[src/rtl/prbs_burst_ctrl.sv]
`default_nettype none
// +--------------------------------------------------------------------------+
// | prbs_burst_ctrl: frames a PRBS generator's bit stream into counted       |
// | bursts separated by idle gaps. Optional macro: PRBS_ERR_INJ_EN. Rev 1.0  |
// +--------------------------------------------------------------------------+
module prbs_burst_ctrl #(
  parameter int CNT_W = 16,
  parameter int GAP_W = 8
) (
  input  logic             clk,
  input  logic             rst,
  input  logic             start,
  input  logic             stop,
  input  logic [CNT_W-1:0] burst_len,
  input  logic [7:0]       burst_num,
  input  logic [GAP_W-1:0] gap_len,
  input  logic             gen_dout_vld,
  input  logic             gen_dout,
`ifdef PRBS_ERR_INJ_EN
  input  logic             err_inj,
`endif
  output logic             prbs_en,
  output logic             tx_vld,
  output logic             tx_data,
  output logic             tx_sof,
  output logic             tx_eof,
  output logic             busy,
  output logic             done,
  output logic             aborted,
  output logic [31:0]      bits_sent
);

  typedef enum logic [2:0] {
    IDLE  = 3'd0,
    RUN   = 3'd1,
    DRAIN = 3'd2,
    GAP   = 3'd3,
    FLUSH = 3'd4
  } state_t;

  state_t           state, state_n;
  logic [CNT_W-1:0] len_q, len_m1, en_cnt, rx_cnt;
  logic [7:0]       num_q, burst_cnt;
  logic [GAP_W-1:0] gap_q, gap_m1, gap_cnt;
  logic             flush_low;
  logic             accept, active, abort_req, rx_bit, last_rx;
  logic             burst_end, seq_done, flush_exit, tx_vld_n, flip;

  assign len_m1  = len_q - CNT_W'(1);
  assign gap_m1  = gap_q - GAP_W'(1);
  assign prbs_en = (state == RUN);
  assign busy    = (state != IDLE);

  always_ff @(posedge clk or negedge rst) begin
    if (!rst) state <= IDLE;
    else      state <= state_n;
  end

  always_comb begin
    state_n    = state;
    accept     = 1'b0;
    burst_end  = 1'b0;
    seq_done   = 1'b0;
    flush_exit = 1'b0;
    active     = (state == RUN) || (state == DRAIN) || (state == GAP);
    abort_req  = stop && active;
    rx_bit     = gen_dout_vld && ((state == RUN) || (state == DRAIN));
    last_rx    = rx_bit && (rx_cnt == len_m1);
    tx_vld_n   = rx_bit && !abort_req;
    case (state)
      IDLE: begin
        if (start && !stop && (burst_len != '0)) begin
          accept  = 1'b1;
          state_n = RUN;
        end
      end
      RUN: begin
        if (abort_req)              state_n = FLUSH;
        else if (en_cnt == len_m1)  state_n = DRAIN;
      end
      DRAIN: begin
        if (abort_req) begin
          state_n = FLUSH;
        end else if (last_rx) begin
          burst_end = 1'b1;
          // Continuous mode (burst_num==0) never compares the burst counter.
          if ((num_q != 8'd0) && ((burst_cnt + 8'd1) == num_q)) begin
            seq_done = 1'b1;
            state_n  = IDLE;
          end else if (gap_q != '0) begin
            state_n = GAP;
          end else begin
            state_n = RUN;
          end
        end
      end
      GAP: begin
        if (abort_req)               state_n = FLUSH;
        else if (gap_cnt == gap_m1)  state_n = RUN;
      end
      FLUSH: begin
        if (!gen_dout_vld && flush_low) begin
          flush_exit = 1'b1;
          state_n    = IDLE;
        end
      end
      default: state_n = IDLE;
    endcase
  end

  always_ff @(posedge clk or negedge rst) begin
    if (!rst) begin
      len_q     <= '0;
      num_q     <= '0;
      gap_q     <= '0;
      en_cnt    <= '0;
      rx_cnt    <= '0;
      burst_cnt <= '0;
      gap_cnt   <= '0;
      flush_low <= 1'b0;
      tx_vld    <= 1'b0;
      tx_data   <= 1'b0;
      tx_sof    <= 1'b0;
      tx_eof    <= 1'b0;
      done      <= 1'b0;
      aborted   <= 1'b0;
      bits_sent <= '0;
    end else begin
      tx_vld  <= tx_vld_n;
      tx_data <= tx_vld_n & (gen_dout ^ flip);
      tx_sof  <= tx_vld_n && (rx_cnt == '0);
      tx_eof  <= tx_vld_n && last_rx;
      done    <= seq_done;
      aborted <= flush_exit;

      en_cnt    <= (state == RUN) ? en_cnt + CNT_W'(1) : '0;
      gap_cnt   <= (state == GAP) ? gap_cnt + GAP_W'(1) : '0;
      flush_low <= (state == FLUSH) && !gen_dout_vld;

      if (((state != RUN) && (state != DRAIN)) || burst_end) rx_cnt <= '0;
      else if (rx_bit)                                       rx_cnt <= rx_cnt + CNT_W'(1);

      if (accept) begin
        len_q     <= burst_len;
        num_q     <= burst_num;
        gap_q     <= gap_len;
        burst_cnt <= '0;
        bits_sent <= '0;
      end else begin
        if (burst_end) burst_cnt <= burst_cnt + 8'd1;
        if (tx_vld_n && (bits_sent != 32'hFFFF_FFFF)) bits_sent <= bits_sent + 32'd1;
      end
    end
  end

`ifdef PRBS_ERR_INJ_EN
  logic err_pend;

  assign flip = err_pend && tx_vld_n;

  // A request arriving while one is still pending is dropped, not queued.
  always_ff @(posedge clk or negedge rst) begin
    if (!rst)                   err_pend <= 1'b0;
    else if (state_n == IDLE)   err_pend <= 1'b0;
    else if (flip)              err_pend <= 1'b0;
    else if (err_inj)           err_pend <= 1'b1;
  end
`else
  assign flip = 1'b0;
`endif

endmodule
`default_nettype wire

[config.mk]
export PLATFORM = sky130hd
export DESIGN_NAME = prbs_burst_ctrl
export DESIGN_NICKNAME = d
export VERILOG_FILES = /design/src/rtl/prbs_burst_ctrl.sv
export SDC_FILE = /design/constraint.sdc
export NUM_CORES = 1
export LEC_CHECK = 0
export BUFFER_PORTS_ARGS = -buffer_cell sky130_fd_sc_hd__buf_2
export CORE_ASPECT_RATIO = 0.75
export CORE_MARGIN = 2
export CORE_UTILIZATION = 45
export CTS_CLUSTER_DIAMETER = 100
export DETAILED_ROUTE_END_ITERATION = 7
export PLACE_DENSITY_LB_ADDON = 0.1
export SLEW_MARGIN = 20
export SYNTH_ARGS = -nofsm -noshare
export SYNTH_HDL_FRONTEND = slang
export SYNTH_SLANG_ARGS = --single-unit
[constraint.sdc]
create_clock -name clk -period 6.1 [get_ports clk]
set_clock_uncertainty 0.05 [all_clocks]
set_input_delay 1.22 -clock clk [delete_from_list [all_inputs] [get_ports clk]]
set_output_delay 1.22 -clock clk [all_outputs]
set_load 0.05 [all_outputs]
* Yosys cells after proc, flatten, opt, wreduce, memory -nomap -nowiden
Index checks and enable logic that the tools add are counted.
** Word-level totals
- Register bits :: 122
- Word-level logic and storage cells :: 99
- Bits of input ports :: 38
** Cells by class
- Bitwise operators :: 1
- Add/sub/neg operators :: 7
- Muxes and demuxes :: 30
- Equality and inequality tests :: 16
- Reduce and logical (&&, ||, !) cells :: 29
** Operators by type and width (count)
- $mux W32 :: 2
- $mux W16 :: 3
- $add A16 B1 Y16 const B :: 2
- $add A32 B1 Y32 const B :: 1
- $eq A16 B16 Y1 :: 2
- $ne A32 B32 Y1 const B :: 1
- $mux W3 :: 8
- $mux W8 :: 3
- $add A8 B1 Y8 const B :: 2
- $eq A8 B8 Y1 :: 2
- $logic_not A16 Y1 :: 1
- $reduce_bool A16 Y1 :: 1
- $reduce_bool A8 Y1 :: 2
- $sub A16 B1 Y16 const B :: 1
- $pmux W3 S5 :: 1
- $logic_and A1 B1 Y1 :: 13
- $mux W1 :: 11
- $sub A8 B1 Y8 const B :: 1
- $eq A3 B2 Y1 const B :: 2
- $ne A3 B1 Y1 const B :: 2
- $ne A3 B2 Y1 const B :: 2
- $reduce_bool A2 Y1 :: 3
- $reduce_and A5 Y1 :: 1
- $mux W2 :: 2
- 9 further kinds :: 14

* Longest topological paths before layout
- Depth in word-level cells :: 9
- Mapped depth :: 13
- Depth with buffers taken out :: 10

* Worst setup path after synthesis
OpenSTA, ideal clock, no wires.
- Kind :: flip-flop to flip-flop
- From :: register len_q[5]
- To :: register burst_cnt[5]
- Library setup time :: 0.118 ns
- Setup slack :: 2.700 ns
- Cell stages (with the launch flop) :: 12
- Arrival time :: 3.231 ns
- Path through :: dfrtp_1 buf_4 or4_1 clkbuf_2 or3_1 and2_1 xnor2_1 or3_1 or4_4 buf_6 mux2_4 a21o_1
** Between the ends
- Longest elaborated chain between the ends :: 7
** Ends and longest elaborated chain
- start: declaration :: line 42 : logic [CNT_W-1:0] len_q, len_m1, en_cnt, rx_cnt;
- start signal: assignment :: line 144 : len_q <= burst_len;
- $sub A16 B1 Y16 :: line 49 : assign len_m1 = len_q - CNT_W'(1);
- $eq A16 B16 Y1 :: line 68 : last_rx = rx_bit && (rx_cnt == len_m1);
- $logic_and A1 B1 Y1 :: line 68
- $mux W1 :: line 84 : end else if (last_rx) begin
- $mux W1 :: line 82 : if (abort_req) begin
- $mux W1 :: line 70 : case (state)
- $reduce_bool A2 Y1 (no line)
- end signal: assignment :: line 150 : if (burst_end) burst_cnt <= burst_cnt + 8'd1;
- end: declaration :: line 43 : logic [7:0] num_q, burst_cnt;
No other way between the ends.
A chain may end at the register's enable or synchronous reset.

* Worst setup path after layout
- From :: register len_q[4]
- To :: register burst_cnt[5]
The elaborated chain is that of the path after synthesis.

==> flow_results.org <==
** Yosys
- Of the total synthesized cell area, the portion taken by full adders, half adders and majority gates is 0.0162.
- The share of the synthesized area in compound gates (AO/OA/AOI/OAI) came to 0.0815.
- The synthesized design contains 0 enable-type register cells.
- Gate count after technology mapping :: 786
- Top cell types by occurrence after synthesis :: 127 x sky130_fd_sc_hd__nand2_1, 122 x sky130_fd_sc_hd__dfrtp_1, 95 x sky130_fd_sc_hd__nor2_1, 62 x sky130_fd_sc_hd__xor2_1, 53 x sky130_fd_sc_hd__xnor2_1
- Dominant combinational cell family by area after synthesis :: simple AND/OR/NAND/NOR gates
- Avg Synthesized Cell Area :: 8.87 µm²
- Fraction of synthesized area in multiplexers :: 0.00646
- Post-synthesis cell type with the largest combined area :: sky130_fd_sc_hd__dfrtp_1
- Post-synthesis cell area :: 6970 µm²
- After synthesis, the share of flip-flops with an asynchronous set or reset is 1.00.
- In the synthesized netlist the dominant register cell turns out to be sky130_fd_sc_hd__dfrtp_1.
- Yosys printed 0 warnings.
- Dominant cell by count in the synthesized netlist :: sky130_fd_sc_hd__nand2_1
- Of the post-synthesis cell area, the dominant cell type holds 0.438.
- For this run, the register share of the synthesized area comes to 0.438.
- Synth Net Count :: 833
- Number of register bits inferred by synthesis :: 122
- Synthesis instantiated 63 different standard cells from the library.
- Share of synthesized cell area in and, or, nand and nor gates :: 0.279
- In the post-synthesis netlist, the biggest area contributors are sky130_fd_sc_hd__dfrtp_1 44%, sky130_fd_sc_hd__xor2_1 7.8%, sky130_fd_sc_hd__nand2_1 6.8%.
- Of the total synthesized cell area, the portion taken by XOR and XNOR cells is 0.148.

** Worst setup path
- For the worst setup path, the data arrival time is 3.98 ns.
- Worst reg-to-reg path cell count :: 8
- The worst register-to-register path ends at burst_cnt[5]$_DFFE_PN0P_.
- The critical path ends at burst_cnt[5]$_DFFE_PN0P_.
- Worst endpoint required time :: 6.36 ns
- Endpoint type of the worst setup path :: register
- The critical path goes through nor4_4 > nand2_1 > or3b_1 > a211o_1 > or4_4 > or4_4 > mux2_4 > a21o_1.
- Largest stage delay, worst path :: 0.55 ns
- Worst setup path startpoint :: len_q[4]$_DFFE_PN0P_
- In this run the critical register-to-register path is launched from len_q[4]$_DFFE_PN0P_.
- Kind of critical path :: reg -> reg
- Critical Path Slowest Stage Cell :: sky130_fd_sc_hd__nor4_4
- Cell seen most often among critical-path stages :: sky130_fd_sc_hd__or4_4
- In this run the worst path has a maximum fanout of 16.
- Setup slack on the worst reg-to-reg path comes out at 2.37 ns.
- Critical Path Source Type :: register

** Routing
- Post-detailed-route count of antenna-violating nets :: 0
- After detailed routing, the number of remaining DRC violations is 0.
- Number of detailed-routing iterations run before antenna repair :: 5
- Dividing the detail-routed via count by the number of cells gives 5.40.
- The final layout contains routed wiring with a total length of 17900 µm.
- The routed layout has 5815 vias.
- Mean routed wirelength per cell :: 16.7 µm
- Violation count after the first detailed-route iteration :: 428

** Pwr
- The share of total power dissipated in combinational logic is 0.341.
- Summed over all nets, the switching power comes to 1.27 mW.
- Register share of total power :: 0.359
- VDD sags by at most 0.235 mV.
- Total power divided by cell area :: 403 nW/µm²
- The share of total power dissipated in the clock network is 0.301.
- Of the total power, the share spent switching nets is 0.390.
- Static leakage power :: 3.77 nW
- Internal power summed over all cells :: 1.99 mW

** Place
- IO Port Bufs :: 77
- Prior to clock tree synthesis, the placed netlist has a worst setup slack of 2.38 ns.
- Routability congestion estimate from global placement :: 0.917
- Once detailed placement completed, the half-perimeter wirelength came to 13100 µm.
- After detailed placement, the total cell area comes to 7530 µm².

** Final layout
- Count of nets after finishing :: 906
- The number of antenna diodes in the final layout is 0.
- Area overhead of the layout relative to synthesis :: 16.2%
- Layout cell share with drive strength beyond 1 :: 0.147
- With fillers left out, the area of the finished cells amounts to 8100 µm².
- Fill cells in the final layout number 1385.

** Clock network
- The later pin in the worst-skew pair is clocked with a latency of 0.43 ns.
- After clock tree synthesis, the repair step resized 0 gates.
- Number of buffers inserted by post-CTS setup repair :: 0
- CTS built an H-tree with a depth of 4.
- Counting every sink on the clock net gives 122.
- Hold Buf Count CTS :: 0
- In this run the clock root is driven by a sky130_fd_sc_hd__clkbuf_16.
- Clock tree from TritonCTS :: built
- The clock passes through at most 2 buffers.
- Num CTS Buffers :: 17
- After clock tree synthesis, the clock-pin slew on the worst setup and hold paths is 0.05 ns.

** Timing
- Crit path setup slack, layout :: 2.37 ns
- Across all hold checks on the routed design, the worst slack comes to 0.459 ns.
- Setup violations remaining at the end of the flow were counted as 0.
- Unrepaired setup endpoints after global routing :: no
- At the pin with the least slew margin, the transition time is 0.870 ns.
- Endpoints failing hold :: 0
- Of the available clock period, the critical path in the final layout requires 0.611.
- For this run, the top clock speed supported by timing is 268 MHz.
- Sum Neg Setup Slack :: 0 ns
- Final count of pins violating max slew :: 0
- Headroom to the max-slew limit came out at 0.420.
- Final period demand of the worst path :: 3.73 ns

** Die
- The floorplan step set the die width to 148 µm.
- The initial utilization of the core area, before any placement, comes to 0.459.
- Top-level I/O count :: 78
- Core box area :: 15200 µm²
- Die outline height :: 112 µm
- Die Outline Area :: 16500 µm²
- FP Rows :: 39

** Global routing
- First-pass GRT wire length :: 29600 µm
- The number of antenna violations at the first check in global routing came to 0.
- In the global route stage, overall resource usage came out at 0.231.
- Entering global routing, the biggest net connects 68 pins.
- Vias in the first global route :: 5574
- After global routing the overflow that remains totals 0.

** Outcome
- The flow ran to the end, and the final reports show no timing, DRC or antenna violations.

** Min path
- Type of the tightest min-delay check :: reg -> reg

** Job
- Across the run, the number of max-cap violations was 0.
==> cells by family (layout without fill, tap and decap cells) <==
kind of cell | count (synthesis) | after routing
DFF | 122 | 122
muxes | 4 | 4
xor gates and xnor gates | 116 | 116
buffers and inverters | 50 | 135
AOI/OAI and AO/OA | 88 | 88
adders and majority gates | 9 | 9
and+or+nand+nor | 397 | 397
==> metal layers <==
metal | up-vias | part of all wire | global-route usage | wire (µm)
met5 | - | 0 | 0 | 0
li1 | 2834 | - | - | -
met3 | 11 | 0.046 | 0.0557 | 831
met4 | 0 | 0.0094 | 0.0615 | 168
met1 | 2831 | 0.50 | 0.341 | 9040
met2 | 139 | 0.44 | 0.340 | 7890
==> final cells by class <==
type,instances,area [µm²],share of cell area
multi-input cells,614,3700,0.457
clock inverters,12,125,0.0154
inverters,19,71.3,0.00881
repair buffers,85,448,0.0553
well taps,205,256,0.0317
clock buffers,19,443,0.0547
flip-flops and latches,122,3050,0.377
==> worst max-delay path, delay by kind of cell (launching register included) <==
family / cells / cell delay (ns)
simple gates: 5 / 2.19
flops: 1 / 0.53
compound gates: 2 / 0.50
mux: 1 / 0.33
==> cell usage in the layout, fill, tap and decap left out, types with 22 or more instances in the layout <==
cell and count:
sky130_fd_sc_hd__and3_1 24, sky130_fd_sc_hd__dfrtp_1 122, sky130_fd_sc_hd__buf_2 76, sky130_fd_sc_hd__nor2_1 95, sky130_fd_sc_hd__a21oi_1 22, sky130_fd_sc_hd__o21ai_0 30, sky130_fd_sc_hd__xnor2_1 53, sky130_fd_sc_hd__xor2_1 62
sky130_fd_sc_hd__nand2_1 127, sky130_fd_sc_hd__nand3_1 41
==> stage by stage <==
stage / power (mW) / utilization / instances
final: 3.27 / 0.534 / 1076
after global routing: 3.47 / 0.534 / 1076
after CTS: 3.27 / 0.534 / 1076
after detailed placement: 2.28 / 0.496 / 1045
after global placement: 2.27 / 0.496 / 1045
after floorplan: 1.99 / - / 786
==> flip-flops by register name, indices dropped and copies added (netlist names), 3 cells and up <==
register / flops
num_q: 8
bits_sent: 32
gap_cnt: 8
rx_cnt: 16
gap_q: 8
len_q: 16
burst_cnt: 8
state: 3
en_cnt: 16
==> power groups by stage <==
stage	clock network (mW)	logic [mW]	registers, mW
finish	0.982	1.11	1.17
CTS	0.992	1.11	1.17
floorplan	0	0.876	1.11
detailed placement	0	1.10	1.18
global route	1.03	1.24	1.20
global placement	0	1.10	1.17
==> how the worst min path moves through the flow <==
stage                         start  cells past startpoint  slack (ns)                   end
6_report       num_q[1]$_DFFE_PN0P_                      2        0.46  num_q[1]$_DFFE_PN0P_
5_1_grt        num_q[1]$_DFFE_PN0P_                      2        0.49  num_q[1]$_DFFE_PN0P_
4_1_cts        num_q[1]$_DFFE_PN0P_                      2        0.46  num_q[1]$_DFFE_PN0P_
3_5_place_dp   num_q[1]$_DFFE_PN0P_                      2        0.44  num_q[1]$_DFFE_PN0P_
3_3_place_gp   num_q[1]$_DFFE_PN0P_                      2        0.43  num_q[1]$_DFFE_PN0P_
2_1_floorplan  num_q[1]$_DFFE_PN0P_                      2        0.41  num_q[1]$_DFFE_PN0P_
Power figures use the tool's default switching activity.
